===== config.mk =====
export PLATFORM = sky130hd
export DESIGN_NAME = litedram_port_tester
export DESIGN_NICKNAME = d
export VERILOG_FILES = /design/src/rtl/litedram_tester_pkg.sv /design/src/rtl/litedram_pattern_gen.sv /design/src/rtl/litedram_port_tester.sv
export SDC_FILE = /design/constraint.sdc
export NUM_CORES = 1
export LEC_CHECK = 0
export ABC_CLOCK_PERIOD_IN_PS = 7700
export CAP_MARGIN = 20
export CELL_PAD_IN_SITES_DETAIL_PLACEMENT = 1
export CELL_PAD_IN_SITES_GLOBAL_PLACEMENT = 1
export CORE_MARGIN = 4
export CORE_UTILIZATION = 25
export DETAILED_ROUTE_END_ITERATION = 8
export HOLD_SLACK_MARGIN = 0.02
export PLACE_DENSITY_LB_ADDON = 0.25
export REMOVE_ABC_BUFFERS = 1
export SYNTH_ARGS = -nofsm -noshare
export SYNTH_HDL_FRONTEND = slang
export SYNTH_SLANG_ARGS = --single-unit

===== constraint.sdc =====
create_clock -name user_clk -period 7.7 [get_ports user_clk]
set_input_delay 1.925 -clock user_clk [delete_from_list [all_inputs] [get_ports user_clk]]
set_output_delay 1.925 -clock user_clk [all_outputs]
set_load 0.01 [all_outputs]

===== src/rtl/litedram_tester_pkg.sv =====
// Shared types and constants for the LiteDRAM port tester.
// LFSR generation is built only when LITEDRAM_PORT_TESTER_LFSR_EN is defined.
package litedram_tester_pkg;

   typedef enum logic [1:0] {
      ST_IDLE  = 2'd0,
      ST_WRITE = 2'd1,
      ST_READ  = 2'd2,
      ST_DONE  = 2'd3
   } state_e;

   localparam logic [1:0] OP_WR_CHK     = 2'd0;
   localparam logic [1:0] OP_WR_ONLY    = 2'd1;
   localparam logic [1:0] OP_CHK_ONLY   = 2'd2;
   localparam logic [1:0] OP_WR_CHK_ALT = 2'd3;

   // Right-shift Galois mask for x^32 + x^22 + x^2 + x + 1
   localparam logic [31:0] LFSR_POLY = 32'h8020_0003;

   typedef enum logic {
      PAT_ADDR = 1'b0,
      PAT_LFSR = 1'b1
   } pat_sel_e;

   function automatic logic [31:0] lfsr_next(input logic [31:0] s);
      return s[0] ? ((s >> 1) ^ LFSR_POLY) : (s >> 1);
   endfunction

endpackage


===== src/rtl/litedram_pattern_gen.sv =====
// Pattern word generator: word k is (seed ^ k) or the k-th LFSR state, replicated to DATA_W.
// The LFSR branch exists only when LITEDRAM_PORT_TESTER_LFSR_EN is defined.
module litedram_pattern_gen
   import litedram_tester_pkg::*;
#(
   parameter int DATA_W = 256
) (
   input  logic              user_clk,
   input  logic              user_rst,
   input  logic              load,
   input  logic              step,
   input  logic [31:0]       seed,
   input  logic              pat_sel,
   output logic [DATA_W-1:0] word
);

   logic [31:0] seed_r;
   logic [31:0] idx;
   logic [31:0] cur;
   logic [31:0] cur_d;

`ifdef LITEDRAM_PORT_TESTER_LFSR_EN
   logic use_lfsr;

   always_ff @(posedge user_clk) begin
      if (user_rst)  use_lfsr <= 1'b0;
      else if (load) use_lfsr <= (pat_sel == PAT_LFSR);
   end
`else
   logic unused_pat_sel;
   assign unused_pat_sel = pat_sel;
`endif

   // cur always holds the word for the current index, so the output is a flop
   always_comb begin
      cur_d = cur;
      if (load) begin
         cur_d = seed;
`ifdef LITEDRAM_PORT_TESTER_LFSR_EN
         if (pat_sel == PAT_LFSR) cur_d = (seed == 32'd0) ? 32'd1 : seed;
`endif
      end else if (step) begin
         cur_d = seed_r ^ (idx + 32'd1);
`ifdef LITEDRAM_PORT_TESTER_LFSR_EN
         if (use_lfsr) cur_d = lfsr_next(cur);
`endif
      end
   end

   always_ff @(posedge user_clk) begin
      if (user_rst) begin
         seed_r <= '0;
         idx    <= '0;
         cur    <= '0;
      end else begin
         cur <= cur_d;
         if (load) begin
            seed_r <= seed;
            idx    <= '0;
         end else if (step) begin
            idx <= idx + 32'd1;
         end
      end
   end

   assign word = {(DATA_W/32){cur}};

endmodule


===== src/rtl/litedram_port_tester.sv =====
// Block write/read-back tester for one LiteDRAM native user port (optional LFSR
// patterns via LITEDRAM_PORT_TESTER_LFSR_EN).
//  state    | meaning
//  ST_IDLE  | waiting for start; results and done held
//  ST_WRITE | issuing write commands and write data beats
//  ST_READ  | issuing read commands and checking returned beats
//  ST_DONE  | one-cycle completion, results final
module litedram_port_tester
   import litedram_tester_pkg::*;
#(
   parameter int DATA_W = 256,
   parameter int ADDR_W = 24,
   parameter int LEN_W  = 16
) (
   input  logic                  user_clk,
   input  logic                  user_rst,
   input  logic                  start,
   input  logic [1:0]            op,
   input  logic                  pat_sel,
   input  logic [31:0]           seed,
   input  logic [ADDR_W-1:0]     base_addr,
   input  logic [LEN_W-1:0]      length,
   output logic                  busy,
   output logic                  done,
   output logic [LEN_W-1:0]      err_count,
   output logic [ADDR_W-1:0]     first_err_addr,
   output logic [31:0]           cycles,
   output logic                  cmd_valid,
   input  logic                  cmd_ready,
   output logic                  cmd_we,
   output logic [ADDR_W-1:0]     cmd_addr,
   output logic                  wdata_valid,
   input  logic                  wdata_ready,
   output logic [DATA_W/8-1:0]   wdata_we,
   output logic [DATA_W-1:0]     wdata_data,
   input  logic                  rdata_valid,
   output logic                  rdata_ready,
   input  logic [DATA_W-1:0]     rdata_data
);

   state_e            state, state_d;
   logic [1:0]        op_r;
   logic [ADDR_W-1:0] base_r, base_d, cmp_addr;
   logic [LEN_W-1:0]  len_r, len_d;
   logic [LEN_W-1:0]  cmd_i, cmd_i_d, wdat_i, wdat_i_d, rd_i;
   logic              start_ok, cmd_fire, wdat_fire, rd_fire;
   logic              cmp_pend, cmp_bad;
   logic [DATA_W-1:0] rd_word;

   assign start_ok  = (state == ST_IDLE) && start;
   assign cmd_fire  = cmd_valid && cmd_ready;
   assign wdat_fire = wdata_valid && wdata_ready;
   assign rd_fire   = rdata_ready && rdata_valid && (rd_i != len_r);
   assign base_d    = start_ok ? base_addr : base_r;
   assign len_d     = start_ok ? length : len_r;
   assign wdata_we  = {(DATA_W/8){wdata_valid}};

   always_ff @(posedge user_clk) begin
      if (user_rst) state <= ST_IDLE;
      else          state <= state_d;
   end

   always_comb begin
      state_d  = state;
      cmd_i_d  = cmd_i + LEN_W'(cmd_fire);
      wdat_i_d = wdat_i + LEN_W'(wdat_fire);
      unique case (state)
         ST_IDLE: begin
            if (start) begin
               cmd_i_d  = '0;
               wdat_i_d = '0;
               if (length == '0)            state_d = ST_DONE;
               else if (op == OP_CHK_ONLY)  state_d = ST_READ;
               else                         state_d = ST_WRITE;
            end
         end
         ST_WRITE: begin
            if (cmd_i_d == len_r && wdat_i_d == len_r) begin
               state_d = (op_r == OP_WR_ONLY) ? ST_DONE : ST_READ;
               cmd_i_d = '0;
            end
         end
         // rd_i reaching len_r leaves the last compare in flight; it lands on the same edge
         ST_READ:  if (cmd_i == len_r && rd_i == len_r) state_d = ST_DONE;
         ST_DONE:  state_d = ST_IDLE;
         default:  state_d = ST_IDLE;
      endcase
   end

   always_ff @(posedge user_clk) begin
      if (user_rst) begin
         op_r           <= '0;
         base_r         <= '0;
         len_r          <= '0;
         cmd_i          <= '0;
         wdat_i         <= '0;
         rd_i           <= '0;
         cmd_valid      <= 1'b0;
         cmd_we         <= 1'b0;
         cmd_addr       <= '0;
         wdata_valid    <= 1'b0;
         rdata_ready    <= 1'b0;
         cmp_pend       <= 1'b0;
         cmp_bad        <= 1'b0;
         cmp_addr       <= '0;
         busy           <= 1'b0;
         done           <= 1'b0;
         err_count      <= '0;
         first_err_addr <= '0;
         cycles         <= '0;
      end else begin
         cmd_i       <= cmd_i_d;
         wdat_i      <= wdat_i_d;
         cmd_valid   <= (state_d == ST_WRITE || state_d == ST_READ) && (cmd_i_d < len_d);
         cmd_we      <= (state_d == ST_WRITE);
         cmd_addr    <= base_d + ADDR_W'(cmd_i_d);
         wdata_valid <= (state_d == ST_WRITE) && (wdat_i_d < len_d);
         rdata_ready <= (state_d == ST_READ);
         cmp_pend    <= rd_fire;
         cmp_bad     <= (rdata_data != rd_word);
         cmp_addr    <= base_r + ADDR_W'(rd_i);
         if (rd_fire) rd_i <= rd_i + 1'b1;
         if (start_ok) begin
            op_r           <= op;
            base_r         <= base_addr;
            len_r          <= length;
            rd_i           <= '0;
            busy           <= 1'b1;
            done           <= 1'b0;
            err_count      <= '0;
            first_err_addr <= '0;
            cycles         <= '0;
         end else begin
            if (state == ST_DONE) busy <= 1'b0;
            if (busy && cycles != '1) cycles <= cycles + 1'b1;
            if (cmp_pend && cmp_bad) begin
               if (err_count == '0) first_err_addr <= cmp_addr;
               if (err_count != '1) err_count <= err_count + 1'b1;
            end
         end
         if (state_d == ST_DONE) done <= 1'b1;
      end
   end

   litedram_pattern_gen #(.DATA_W(DATA_W)) u_wr_gen (
      .user_clk (user_clk),
      .user_rst (user_rst),
      .load     (start_ok),
      .step     (wdat_fire),
      .seed     (seed),
      .pat_sel  (pat_sel),
      .word     (wdata_data)
   );

   litedram_pattern_gen #(.DATA_W(DATA_W)) u_rd_gen (
      .user_clk (user_clk),
      .user_rst (user_rst),
      .load     (start_ok),
      .step     (rd_fire),
      .seed     (seed),
      .pat_sel  (pat_sel),
      .word     (rd_word)
   );

endmodule


==> qor.yml <==
finish:
  regArea_um2: 7607
  fillers: 11160
  syn2layout_area_growth_pct: 35.52
  final_cell_mix: "clkdlybuf4s50_1, dfxtp_1, nand2_1, nor2_1, xnor2_1"
  fin_area_um2: 31880
  drive_above_1_share_pct: 4.535
  layout_commonest_cell: "clkdlybuf4s50_1"
  nets: 3820
  multi_input_area_um2: 13290
  final_core_util_pct: 34.16
sta:
  setup_ws_ps: 703.3
  tightest_slew_ps: 931.8
  rsz0062_at_grt: "false"
  maxSlewViolCount: 0
  timing.final.crit_period_ps: 6997
  fmax_mhz: 142.9
  skew_ps: 29.47
  finalSetupViolCount: 0
  finalCritPeriodShare_pct: 90.87
  max-slew-margin-rel_pct: 36.27
  hold_viol_final: 0
global_routing:
  grt.overflow.total: 0
  track_usage_pct: 19.33
  grt_max_degree: 131
  grt_pass1_wl_mm: 148.3
  grt_pass1_vias: 23010
  antenna_found_initial: 17
routing:
  via_per_inst: 4.747
  wire_per_inst_um: 21.32
  first_pass_iters: 7
  drcViolationCount: 0
  drt-total-wl_mm: 100.2
  drtIter0Drc: 1026
  vias: 22320
  postRouteAntennaNets: 0
pwr:
  power_density_nw_per_um2: 182.8
  fin_total_pwr_mw: 5.828
  sw_frac_of_total_pct: 29.35
  combPwrFrac_pct: 21.9
  vdd_drop_max_v: 0.0001379
  p_clk_share_pct: 39.6
  p_seq_share_pct: 38.5
  p_int_mw: 4.117
  p_leak_nw: 11.73
  p_sw_mw: 1.711
floorplan:
  rows: 112
  die_w_um: 314.8
  dieArea_um2: 99080
  fp.dieH_um: 314.8
  coreArea_um2: 93330
  pin_count: 727
  initial_utilization_pct: 25.21
clock_network:
  clockBufferDepth: 3
  holdBufCountCts: 0
  numCtsBuffers: 48
  clk_latency_ps: 590
  cts_tree: "built"
  clk_pin_slew_ps: 60
  cts-resized-gates: 0
  postCtsSetupRepairBufs: 0
  cts_max_level: 2
  clkSinkCount: 380
  cts_root_buffer: "clkbuf_16"
critical_path:
  slowest_stage: "a2111oi_0"
  cpMostUsedCell: "ha_1"
  required_ps: 8130
  crit_type: "primary input to flop"
  crit_chain: "clkdlybuf4s50_1, nand2_1, inv_2, ha_1, ha_1, xnor2_1, nor2b_1, a22oi_1, a2111oi_0, o2111ai_1, nor3_2, and4b_1, buf_4, nor3_1, ha_1, a211oi_1, o21ai_0, a31oi_1, a2111oi_0, buf_4, o21a_1, o21ai_0, xnor2_1, nor2_1"
  path_buf_inv: 4
  arrival_ps: 7430
  critPathMaxFanout: 13
  max_stage_delay_ps: 490
  critPathCaptureType: "flop"
  crit_family: "compound AO/OA/AOI/OAI gates"
  start_kind: "primary input"
yosys:
  yosysSeqAreaShare_pct: 32.33
  synth_flop_cell: "dfxtp_1"
  syn-cell-area_um2: 23530
  ys_seq_elements: 380
  synth.avg_cell_area_um2: 7.895
  synth_edf_count: 0
  yosys.cell_types.count: 78
  syn_inst: 2980
  async_flop_share_pct: 0
  ys_warn_count: 0
place:
  dpl-instance-area_um2: 30280
  portBuffers: 725
  place_congestion: 0.8515
  post-place-ws_ps: 105.8
  hpwlAfterDp_mm: 79.58
worst_hold_path:
  hp-class: "flop to flop"
flow_run:
  cap_violations: 0
outcome:
  status: "finished clean"
## tightest hold or removal path, stage by stage, from the launching register on
cell and delay, ps:
dfxtp_1 290, nand2_1 40, a21oi_1 50
## path summary, 6_finish.rpt
path              slack, ps  cells after the start                        endpoint              startpoint
setup / recovery        700                     24         cmd_addr[16]$_SDFF_PP0_             wdata_ready
hold / removal          430                      2  first_err_addr[9]$_SDFFE_PP0P_  cmp_addr[9]$_SDFF_PP0_
setup reg to reg       1420                     24         cmd_addr[16]$_SDFF_PP0_  wdata_valid$_SDFF_PP0_
hold reg to reg         430                      2  first_err_addr[9]$_SDFFE_PP0P_  cmp_addr[9]$_SDFF_PP0_
## cell usage after synthesis (all sizes together) (19+ instances only)
| cell | count | area [µm²] |
|---|---|---|
| nor4 | 46 | 315.3 |
| xnor2 | 202 | 1769 |
| nand4 | 55 | 356.6 |
| inv | 33 | 123.9 |
| ha | 77 | 963.4 |
| nor2 | 301 | 1130 |
| clkbuf | 131 | 496.7 |
| mux2i | 25 | 250.2 |
| nor3 | 123 | 625.6 |
| nand3 | 100 | 510.5 |
| a21oi | 199 | 996.0 |
| o21bai | 29 | 217.7 |
| or3 | 29 | 181.4 |
| dfxtp | 380 | 7607 |
| nor2b | 19 | 118.9 |
| nand2 | 325 | 1220 |
| a31oi | 27 | 168.9 |
| buf | 274 | 2037 |
| and3 | 107 | 669.4 |
| o21ai | 121 | 605.6 |
| xor2 | 187 | 1638 |
## metrics by stage
step                      hold WS, ps  instances  setup TNS, ps
after floorplan                 421.8       2575         -18400
after global placement          431.5       4608              0
after detailed placement        432.2       4608              0
final                           433.4       4701              0
after global routing            457.6       4698              0
after CTS                       440.7       4694              0
## routing by layer
layer	global-route usage [%]	wire, µm	vias to the layer above
met5	0	23	-
met4	4.756	2401	4
met3	3.405	4971	118
met2	35.59	50960	538
met1	23.18	41850	10800
li1	-	-	10860
## state kept, by name, indices dropped and copies added, names as in the netlist, 24 cells and up
signal           count
cmp_addr            24
u_rd_gen.seed_r     32
cycles              32
base_r              24
u_rd_gen.cur        32
first_err_addr      24
u_rd_gen.idx        32
u_wr_gen.idx        32
u_wr_gen.cur        32
cmd_addr            24
## power by group through the flow
stage	Sequential [mW]	Combinational [mW]	Clock, mW
2_1_floorplan	2.31	0.399	0
5_1_grt	2.26	1.38	2.47
3_3_place_gp	2.29	1.28	0
3_5_place_dp	2.29	1.29	0
4_1_cts	2.25	1.30	2.39
6_report	2.24	1.28	2.31
## logic make-up after synthesis
| group | count (synthesis) | synth area share [%] |
|---|---|---|
| AO/OA/AOI/OAI | 482 | 12.05 |
| XOR/XNOR | 390 | 14.58 |
| adder cells (fa/ha/maj) | 79 | 4.265 |
| buffers and inverters | 438 | 11.30 |
| flip-flops | 380 | 32.33 |
| multiplexers | 27 | 1.175 |
| AND/OR/NAND/NOR | 1184 | 24.31 |
## layout make-up
class                      count  share of cell area [%]
antenna                        7                 0.05494
clock buffer                  71                   4.356
inverter                      33                  0.3885
multi-input combinational   2162                   41.68
clock inverter                15                  0.6279
tap                         1254                   4.921
sequential                   380                   23.86
timing repair buffer         779                   24.11
Power figures use the tool's default switching activity.
==> edit, RTL diff (same flow settings) <==
Encoding of `state_e`: now one-hot (4 bits for 4 states).
--- a/src/rtl/litedram_tester_pkg.sv
+++ b/src/rtl/litedram_tester_pkg.sv
@@ -4,7 +4,7 @@
 
-   typedef enum logic [1:0] {
-      ST_IDLE  = 2'd0,
-      ST_WRITE = 2'd1,
-      ST_READ  = 2'd2,
-      ST_DONE  = 2'd3
+   typedef enum logic [3:0] {
+      ST_IDLE  = 4'b0001,
+      ST_WRITE = 4'b0010,
+      ST_READ  = 4'b0100,
+      ST_DONE  = 4'b1000
    } state_e;
Formal check against the unedited RTL: same outputs for any inputs over 4 cycles, from zero or initial values and one cycle with user_rst high; so few cycles prove little.
==> edit against the unedited design <==
- sequential cell count rose by 2
- core utilization is 0.094 points higher
- critical path depth decreased by 1
- count of clock-buffer cells in the layout rose by 4
- total power up 3.2%
- wire length up 9.5%
- setup slack got worse by 110 ps
- first-iteration DRC count down 0.78%
- area after synthesis increased by 3.2%
- die area rose by 3.2%
- final area grew 3.8%
==> edit: results (changes against the unedited design) <==
| Metric | Value |
|---|---|
| Post-layout nets | `3,999 (+4.7%)` |
| Hold path depth | `2 (unchanged)` |
| R2R Setup Slk | `1710 ps (+290 ps)` |
| Initial DRC Count | `1,018 (-0.78%)` |
| Largest cells by area after synthesis | `dfxtp_1, buf_4, xnor2_1` |
| Worst Hold End | `first_err_addr[13]$_SDFFE_PP0P_` |
| Clock Skew | `23.5 ps (-5.97 ps)` |
| GRT Total Usage | `20.6% (+1.3 points)` |
| Worst slew pin tran | `1090 ps (+154 ps)` |
| Yosys cell types | `77 (-1.3%)` |
| Leak | `12.1 nW (+3.1%)` |
| Critical Path Start | `wdata_ready` |
| Layout fillers | `11,471 (+2.8%)` |
| Worst R2R Path Depth | `23 (-4.2%)` |
| Commonest cells post-synth | `nand2_1, dfxtp_1, buf_4` |
| Crit path to | `cmd_addr[20]$_SDFF_PP0_` |
| Worst slack, placed | `30.2 ps (-75.6 ps)` |
| Num CTS Buffers | `49 (+2.1%)` |
| Number of global-route vias before repair | `24,527 (+6.6%)` |
| Post-Route WL | `110,000 um (+9.5%)` |
| Adder-cell area share of the yosys netlist | `3.98% (-0.29 points)` |
| Min-delay src | `cmp_addr[13]$_SDFF_PP0_` |
| Max Fanout on Critical Path | `10 (-3)` |
| Vias/cell | `4.85 (+2.2%)` |
| Hold slack | `439 ps (+5.27 ps)` |
| Gp weighted congestion | `0.921 (+8.2%)` |
| TritonRoute pass-1 iters | `5 (-2)` |
| Run status | `complete, no violations` |
| WP data arrival | `7590 ps (+160 ps)` |
| Initial antenna violation count | `16 (-1)` |
| Post-synthesis compound-gate area fraction | `12.8% (+0.78 points)` |
| Mux share of post-synthesis cell area | `1.33% (+0.15 points)` |
| Layout cell share with drive strength beyond 1 | `5.63% (+1.1 points)` |
| Peak VDD IR | `0.141 mV (+2.0%)` |
| Pin count of the biggest net entering global routing | `110 (-16%)` |
| Detail Placement HPWL | `86,800 um (+9.0%)` |
edit: changes by cell type after synthesis, sizes merged, moves of 9 or more:
cell    before  now
a211oi      11   24
o21bai      29    2
buf        274  283
o21ai      121  156
nand4       55   77
a21o         8   18
nand2      325  417
inv         33   54
and3       107   86
or4         15   29
a21oi      199  179
or3         29   48
nor2       301  250
edit: power breakdown:
group	internal (mW)	leakage, nW	total, mW	switching [mW]
clock	1.53	0.848	2.46	0.930
sequential	2.07	3.11	2.27	0.201
combinational	0.671	8.13	1.29	0.615
total	4.27	12.1	6.01	1.75
edit: kinds of logic after synthesis:
| group | count (synthesis) |
|---|---|
| xor gates and xnor gates | 380 |
| DFF | 382 |
| muxes | 32 |
| adders and majority gates | 76 |
| AOI/OAI and AO/OA | 523 |
| buffers and inverters | 474 |
| and+or+nand+nor | 1269 |
edit: stage by stage:
| stage | instance area (um2) | cells | TNS [ps] |
|---|---|---|---|
| floorplan | 21700 | 2716 | -82120 |
| global placement | 31300 | 4810 | 0 |
| finish | 33100 | 4907 | 0 |
| global route | 33100 | 4905 | 0 |
| CTS | 33100 | 4898 | 0 |
| detailed placement | 31300 | 4810 | 0 |
edit: metal layers:
layer | GRT usage (%) | part of all wire [%] | vias to the layer above | wire [um]
met2 | 37.9 | 51 | 566 | 56000
met3 | 3.25 | 4.3 | 172 | 4740
met1 | 23.6 | 40 | 11540 | 44300
met5 | 0 | 0.025 | - | 27
li1 | - | - | 11531 | -
met4 | 8.35 | 4.3 | 4 | 4740
edit: cell type report:
class,count,area [um2],share of cell area [%]
clock buffer,75,1500,4.52
clock inverter,13,223,0.673
tap,1276,1600,4.83
sequential,382,7650,23.1
timing repair buffer,819,7990,24.1
multi-input combinational,2280,13900,42.0
inverter,54,203,0.613
antenna,8,20.0,0.0605
